<file path="src/rtl/demux1_8_reg_pkg.sv">
// Shared definitions for the registered 1-to-8 demultiplexer.
package demux1_8_reg_pkg;

  localparam int LANES = 8;
  localparam int SEL_W = 3;

  localparam logic MODE_DIRECT = 1'b0;
  localparam logic MODE_SEQ    = 1'b1;

  typedef enum logic [1:0] {
    IDLE = 2'd0,
    FILL = 2'd1,
    GAP  = 2'd2
  } state_t;

endpackage

</file>
<file path="src/rtl/demux1_8_reg_lane_ctrl.sv">
// Lane controller: sequential-fill FSM, lane counter, handshake ready,
// target-lane selection and frame-complete pulse.
module demux1_8_reg_lane_ctrl
  import demux1_8_reg_pkg::*;
(
  input  logic             clk,
  input  logic             rst,
  input  logic             enable_i,
  input  logic             mode_i,
  input  logic [SEL_W-1:0] sel_i,
  input  logic             in_valid_i,
  output logic             in_ready_o,
  output logic             wr_en_o,
  output logic [SEL_W-1:0] wr_lane_o,
  output logic [SEL_W-1:0] cur_lane_o,
  output logic             frame_done_o
);

  state_t           state_q, state_d;
  logic [SEL_W-1:0] cnt_q, cnt_d;
  logic             mode_q;
  logic             frame_done_q, frame_done_d;

  // Handshake, routing and next-state logic.
  // NOTE: every signal gets a default at the top so no path leaves it unassigned (no latches).
  always_comb begin
    in_ready_o   = enable_i && !rst && (state_q != GAP);
    wr_en_o      = in_valid_i && in_ready_o;
    // Routing follows the mode seen in the previous cycle, so a word taken
    // in the cycle Mode flips still obeys the old mode's rule.
    wr_lane_o    = (mode_q == MODE_DIRECT) ? sel_i : cnt_q;
    cur_lane_o   = wr_lane_o;
    state_d      = state_q;
    cnt_d        = cnt_q;
    frame_done_d = 1'b0;

    if (mode_q == MODE_SEQ) begin
      case (state_q)
        IDLE, FILL: begin
          if (wr_en_o) begin
            cnt_d = cnt_q + 3'd1;
            if (cnt_q == 3'd7) begin
              state_d      = GAP;
              frame_done_d = 1'b1;
            end else begin
              state_d = FILL;
            end
          end
        end
        GAP: begin
          state_d = FILL;
          cnt_d   = '0;
        end
        default: begin
          state_d = IDLE;
          cnt_d   = '0;
        end
      endcase
    end

    // A mode change restarts framing; an already-earned Frame_done still fires.
    if (mode_i != mode_q) begin
      state_d = IDLE;
      cnt_d   = '0;
    end
  end

  // State, counter and pulse registers; mode copy tracks the input even in reset.
  // NOTE: sequential state uses non-blocking assignments so all registers update together.
  always_ff @(posedge clk) begin
    mode_q <= mode_i;
    if (rst) begin
      state_q      <= IDLE;
      cnt_q        <= '0;
      frame_done_q <= 1'b0;
    end else begin
      state_q      <= state_d;
      cnt_q        <= cnt_d;
      frame_done_q <= frame_done_d;
    end
  end

  assign frame_done_o = frame_done_q;

endmodule

</file>
<file path="src/rtl/demux1_8_reg.sv">
// Registered 1-to-8 demultiplexer: eight held output lanes written via a
// valid/ready handshake, lane chosen by Sel or by a sequential fill counter.
module demux1_8_reg
  import demux1_8_reg_pkg::*;
#(
  parameter int WIDTH = 8
) (
  input  logic             clk,
  input  logic             rst,
  input  logic             Enable,
  input  logic             Mode,
  input  logic [SEL_W-1:0] Sel,
  input  logic [WIDTH-1:0] In,
  input  logic             In_valid,
  output logic             In_ready,
  output logic [WIDTH-1:0] O1,
  output logic [WIDTH-1:0] O2,
  output logic [WIDTH-1:0] O3,
  output logic [WIDTH-1:0] O4,
  output logic [WIDTH-1:0] O5,
  output logic [WIDTH-1:0] O6,
  output logic [WIDTH-1:0] O7,
  output logic [WIDTH-1:0] O8,
  output logic [LANES-1:0] Lane_valid,
  output logic             Frame_done,
  output logic [SEL_W-1:0] Cur_lane
);

  logic             wr_en;
  logic [SEL_W-1:0] wr_lane;
  logic [WIDTH-1:0] lanes_q [LANES];
  logic [LANES-1:0] lane_valid_q;

  demux1_8_reg_lane_ctrl u_ctrl (
    .clk         (clk),
    .rst         (rst),
    .enable_i    (Enable),
    .mode_i      (Mode),
    .sel_i       (Sel),
    .in_valid_i  (In_valid),
    .in_ready_o  (In_ready),
    .wr_en_o     (wr_en),
    .wr_lane_o   (wr_lane),
    .cur_lane_o  (Cur_lane),
    .frame_done_o(Frame_done)
  );

  // Lane registers and one-hot write pulse; untargeted lanes hold.
  // NOTE: the lane array is reset on purpose because its contents are visible outputs that must read 0.
  always_ff @(posedge clk) begin
    if (rst) begin
      for (int i = 0; i < LANES; i++) lanes_q[i] <= '0;
      lane_valid_q <= '0;
    end else begin
      lane_valid_q <= '0;
      if (wr_en) begin
        lanes_q[wr_lane]      <= In;
        lane_valid_q[wr_lane] <= 1'b1;
      end
    end
  end

  assign O1         = lanes_q[0];
  assign O2         = lanes_q[1];
  assign O3         = lanes_q[2];
  assign O4         = lanes_q[3];
  assign O5         = lanes_q[4];
  assign O6         = lanes_q[5];
  assign O7         = lanes_q[6];
  assign O8         = lanes_q[7];
  assign Lane_valid = lane_valid_q;

endmodule

</file>
<file path="config.mk">
export PLATFORM = sky130hd
export DESIGN_NAME = demux1_8_reg
export DESIGN_NICKNAME = d
export VERILOG_FILES = /design/src/rtl/demux1_8_reg_pkg.sv /design/src/rtl/demux1_8_reg_lane_ctrl.sv /design/src/rtl/demux1_8_reg.sv
export SDC_FILE = /design/constraint.sdc
export NUM_CORES = 1
export LEC_CHECK = 0
export CAP_MARGIN = 0
export CORE_ASPECT_RATIO = 0.9
export CORE_MARGIN = 10
export CORE_UTILIZATION = 40
export CTS_BUF_LIST = sky130_fd_sc_hd__clkbuf_4 sky130_fd_sc_hd__clkbuf_8
export DETAILED_ROUTE_END_ITERATION = 10
export PLACE_DENSITY = 0.78
export SLEW_MARGIN = 30
export SYNTH_ARGS = -nofsm -noshare
export SYNTH_HDL_FRONTEND = slang
export SYNTH_SLANG_ARGS = --single-unit
</file>
<file path="constraint.sdc">
create_clock -name clk -period 2.6 [get_ports clk]
set_input_delay 0.52 -clock clk [delete_from_list [all_inputs] [get_ports clk]]
set_output_delay 0.52 -clock clk [all_outputs]
set_load 0.005 [all_outputs]
</file>
==> summary.md <==
| Metric | Value |
|---|---|
| Status | `finished clean` |
| Clock Skew | `10.0 ps` |
| Post-CTS Setup Inserts | `0` |
| Pin slew with the least headroom to its limit | `443 ps` |
| Initial antenna violation count | `0` |
| Drt pass-1 iters | `4` |
| Max-Cap Viols | `0` |
| Leak | `1.84 nW` |
| Placeable Area | `0.00762 mm^2` |
| Yosys reg bits | `79` |
| Row count | `30` |
| Initial DRC Count | `80` |
| Synth warn | `0` |
| Final Max Slew Viols | `0` |
| Filler instances | `596` |
| Ys async rst share | `0%` |
| Mapped Area | `0.00318 mm^2` |
| GRT overflow | `0` |
| CTS Sinks | `79` |
| Setup-failing EPs final | `0` |
| Top cell types by occurrence after synthesis | `edfxtp_1, and3_1, and2_1` |
| Number of remaining DRC errors | `0` |
| Synth area leader | `edfxtp_1` |
| Hold Crit Class | `register to register` |
| Area Overhead vs Synth | `40.6%` |
| Synth Area per Inst | `14.2 um^2` |
| Dominant cells by area after synthesis | `edfxtp_1, and3_1, dfxtp_1` |
| Post-synth EDFFs | `64` |
| IO Pins | `93` |
| Post_cts resized | `0` |
| Critical Path Start Type | `register` |
| Kind of end point of the critical path | `output port` |
| # port buffers | `92` |
| Worst skew pair latency | `350 ps` |
| CTS clock-pin slew for the worst setup and hold paths | `70 ps` |
| Tot GR Track Use | `12.9%` |
| Fin crit period | `2360 ps` |
| Total CTS buffers | `9` |
| Power, Total | `2.51 mW` |
| Top-count cell post-synth | `edfxtp_1` |
| Data required time of the critical path | `2080 ps` |
| Arr. time, crit path | `1840 ps` |
| Post-Route WL | `7.66 mm` |
| Worst IR drop on VDD | `0.298 mV` |
| Die area | `0.0119 mm^2` |
| Worst r2r path cells | `5` |
| Largest net degree at the start of global routing | `19` |
| Via/cell ratio | `4.99` |
| Fin. Hold Viols | `0` |
| CTS max path bufs | `2` |
| Seq/Total Area, Yosys | `69.9%` |
| Number of nets still failing antenna checks after routing | `0` |
| Synth Flop Type | `edfxtp_1` |
| Starting Density | `41.7%` |
| Root Buffer | `clkbuf_8` |
| CTS tree | `built` |
| Setup TNS Final | `0 ps` |
| First-pass GRT wire length | `11.8 mm` |
| Hold Path Stages | `2` |
| Routed via count | `2129` |
| CP Max Fanout | `7` |
| Htree depth | `3` |
| Fmax | `424 MHz` |
| Multi-input logic area | `885 um^2` |
| Share of cells above drive strength 1 | `12.1%` |
| Critical path type | `register to output port` |
| Cell variety after synth | `31` |
| Post-Syn Nets | `241` |
| Vias in the first global route | `2143` |
| Antenna cells | `0` |
| Post-layout nets | `344` |
| RePlAce Congestion | `0.875` |
| Die height | `105 um` |
| Synth Instances | `223` |
| Die Width | `114 um` |
| Reg area | `0.00222 mm^2` |
| Dpl hpwl | `5.71 mm` |
| Final period util | `90.7%` |
| Power per cell area | `561 mW/mm^2` |
| Synth top area share | `60.5%` |
| Slew HR | `70.4%` |
| WL/cell | `17.9 um` |
| Post-CTS Hold Fix Bufs | `0` |
| RSZ-0062 raised after global routing | `no` |
-- area by class of cell --
cell class / instances / area share (%)
clock buffer: 11 / 3.11
multi-input combinational: 125 / 19.8
inverter: 3 / 0.252
sequential: 79 / 49.7
timing repair buffer: 108 / 23.3
clock inverter: 5 / 1.12
tap: 96 / 2.69
-- registers in the layout, indices dropped and copies added, names as in the netlist --
register             count
u_ctrl.cnt_q             3
u_ctrl.frame_done_o      1
u_ctrl.mode_q            1
lanes_q                 64
Lane_valid               8
u_ctrl.state_q           2
-- per-stage QoR --
step                hold WS [ps]  cell area [um^2]  cells  worst slack [ps]  utilization (%)
finish                       531              4470    427               242             58.6
CTS                          534              4470    427               214             58.6
global route                 560              4470    427               154             58.6
floorplan                    491              3180    223               598                -
detailed placement           523              4280    411               180             56.2
global placement             512              4280    411               178             56.2
-- worst max-delay path, cell delays in order, from the launching register on --
cell and delay, ps:
dfxtp_1 520, mux2i_4 350, inv_1 140, clkdlybuf4s50_1 490
-- cell usage in the layout, fill, tap and decap left out, drive strengths merged, types with 3 or more instances in the layout --
| cell type | n |
|---|---|
| clkdlybuf4s50 | 92 |
| edfxtp | 64 |
| and3 | 48 |
| and2 | 22 |
| buf | 16 |
| dfxtp | 15 |
| clkbuf | 11 |
| nand3b | 10 |
| a21o | 6 |
| nand2b | 5 |
| nand2 | 4 |
| inv | 3 |
| a31oi | 3 |
| a21oi | 3 |
| o21ai | 3 |
| clkinv | 3 |
-- path summary, 6_finish.rpt --
kind	start	end	slack, ps
max	u_ctrl.mode_q	Cur_lane[0]	240
min	u_ctrl.state_q[0]	u_ctrl.state_q[0]	530
max reg2reg	u_ctrl.mode_q	lanes_q[4][2]	530
min reg2reg	u_ctrl.state_q[0]	u_ctrl.state_q[0]	530
-- power breakdown --
part	switching (mW)	internal (mW)	total (mW)
Sequential	0.0166	1.41	1.42
Clock	0.403	0.457	0.860
Combinational	0.103	0.122	0.225
Total	0.523	1.98	2.51
-- cells by family (layout without fill, tap and decap cells) --
kind of cell | Yosys count | in the layout | share of synthesized area (%)
AO/OA/AOI/OAI | 18 | 18 | 4.92
adder cells (fa/ha/maj) | 2 | 2 | 0.788
AND/OR/NAND/NOR | 102 | 102 | 20.5
buffers and inverters | 19 | 127 | 2.52
multiplexers | 2 | 2 | 1.02
flip-flops | 79 | 79 | 69.9
XOR/XNOR | 1 | 1 | 0.276
-- metal layers --
layer	part of all wire (%)	vias to the layer above	wire length [um]	track usage (%)
li1	-	1022	-	-
met1	39	1016	2970	14.6
met2	50	81	3860	21.4
met3	9.3	10	713	4.52
met4	1.4	0	109	5.37
met5	0	-	0	0
(Power assumes the default switching activity.)
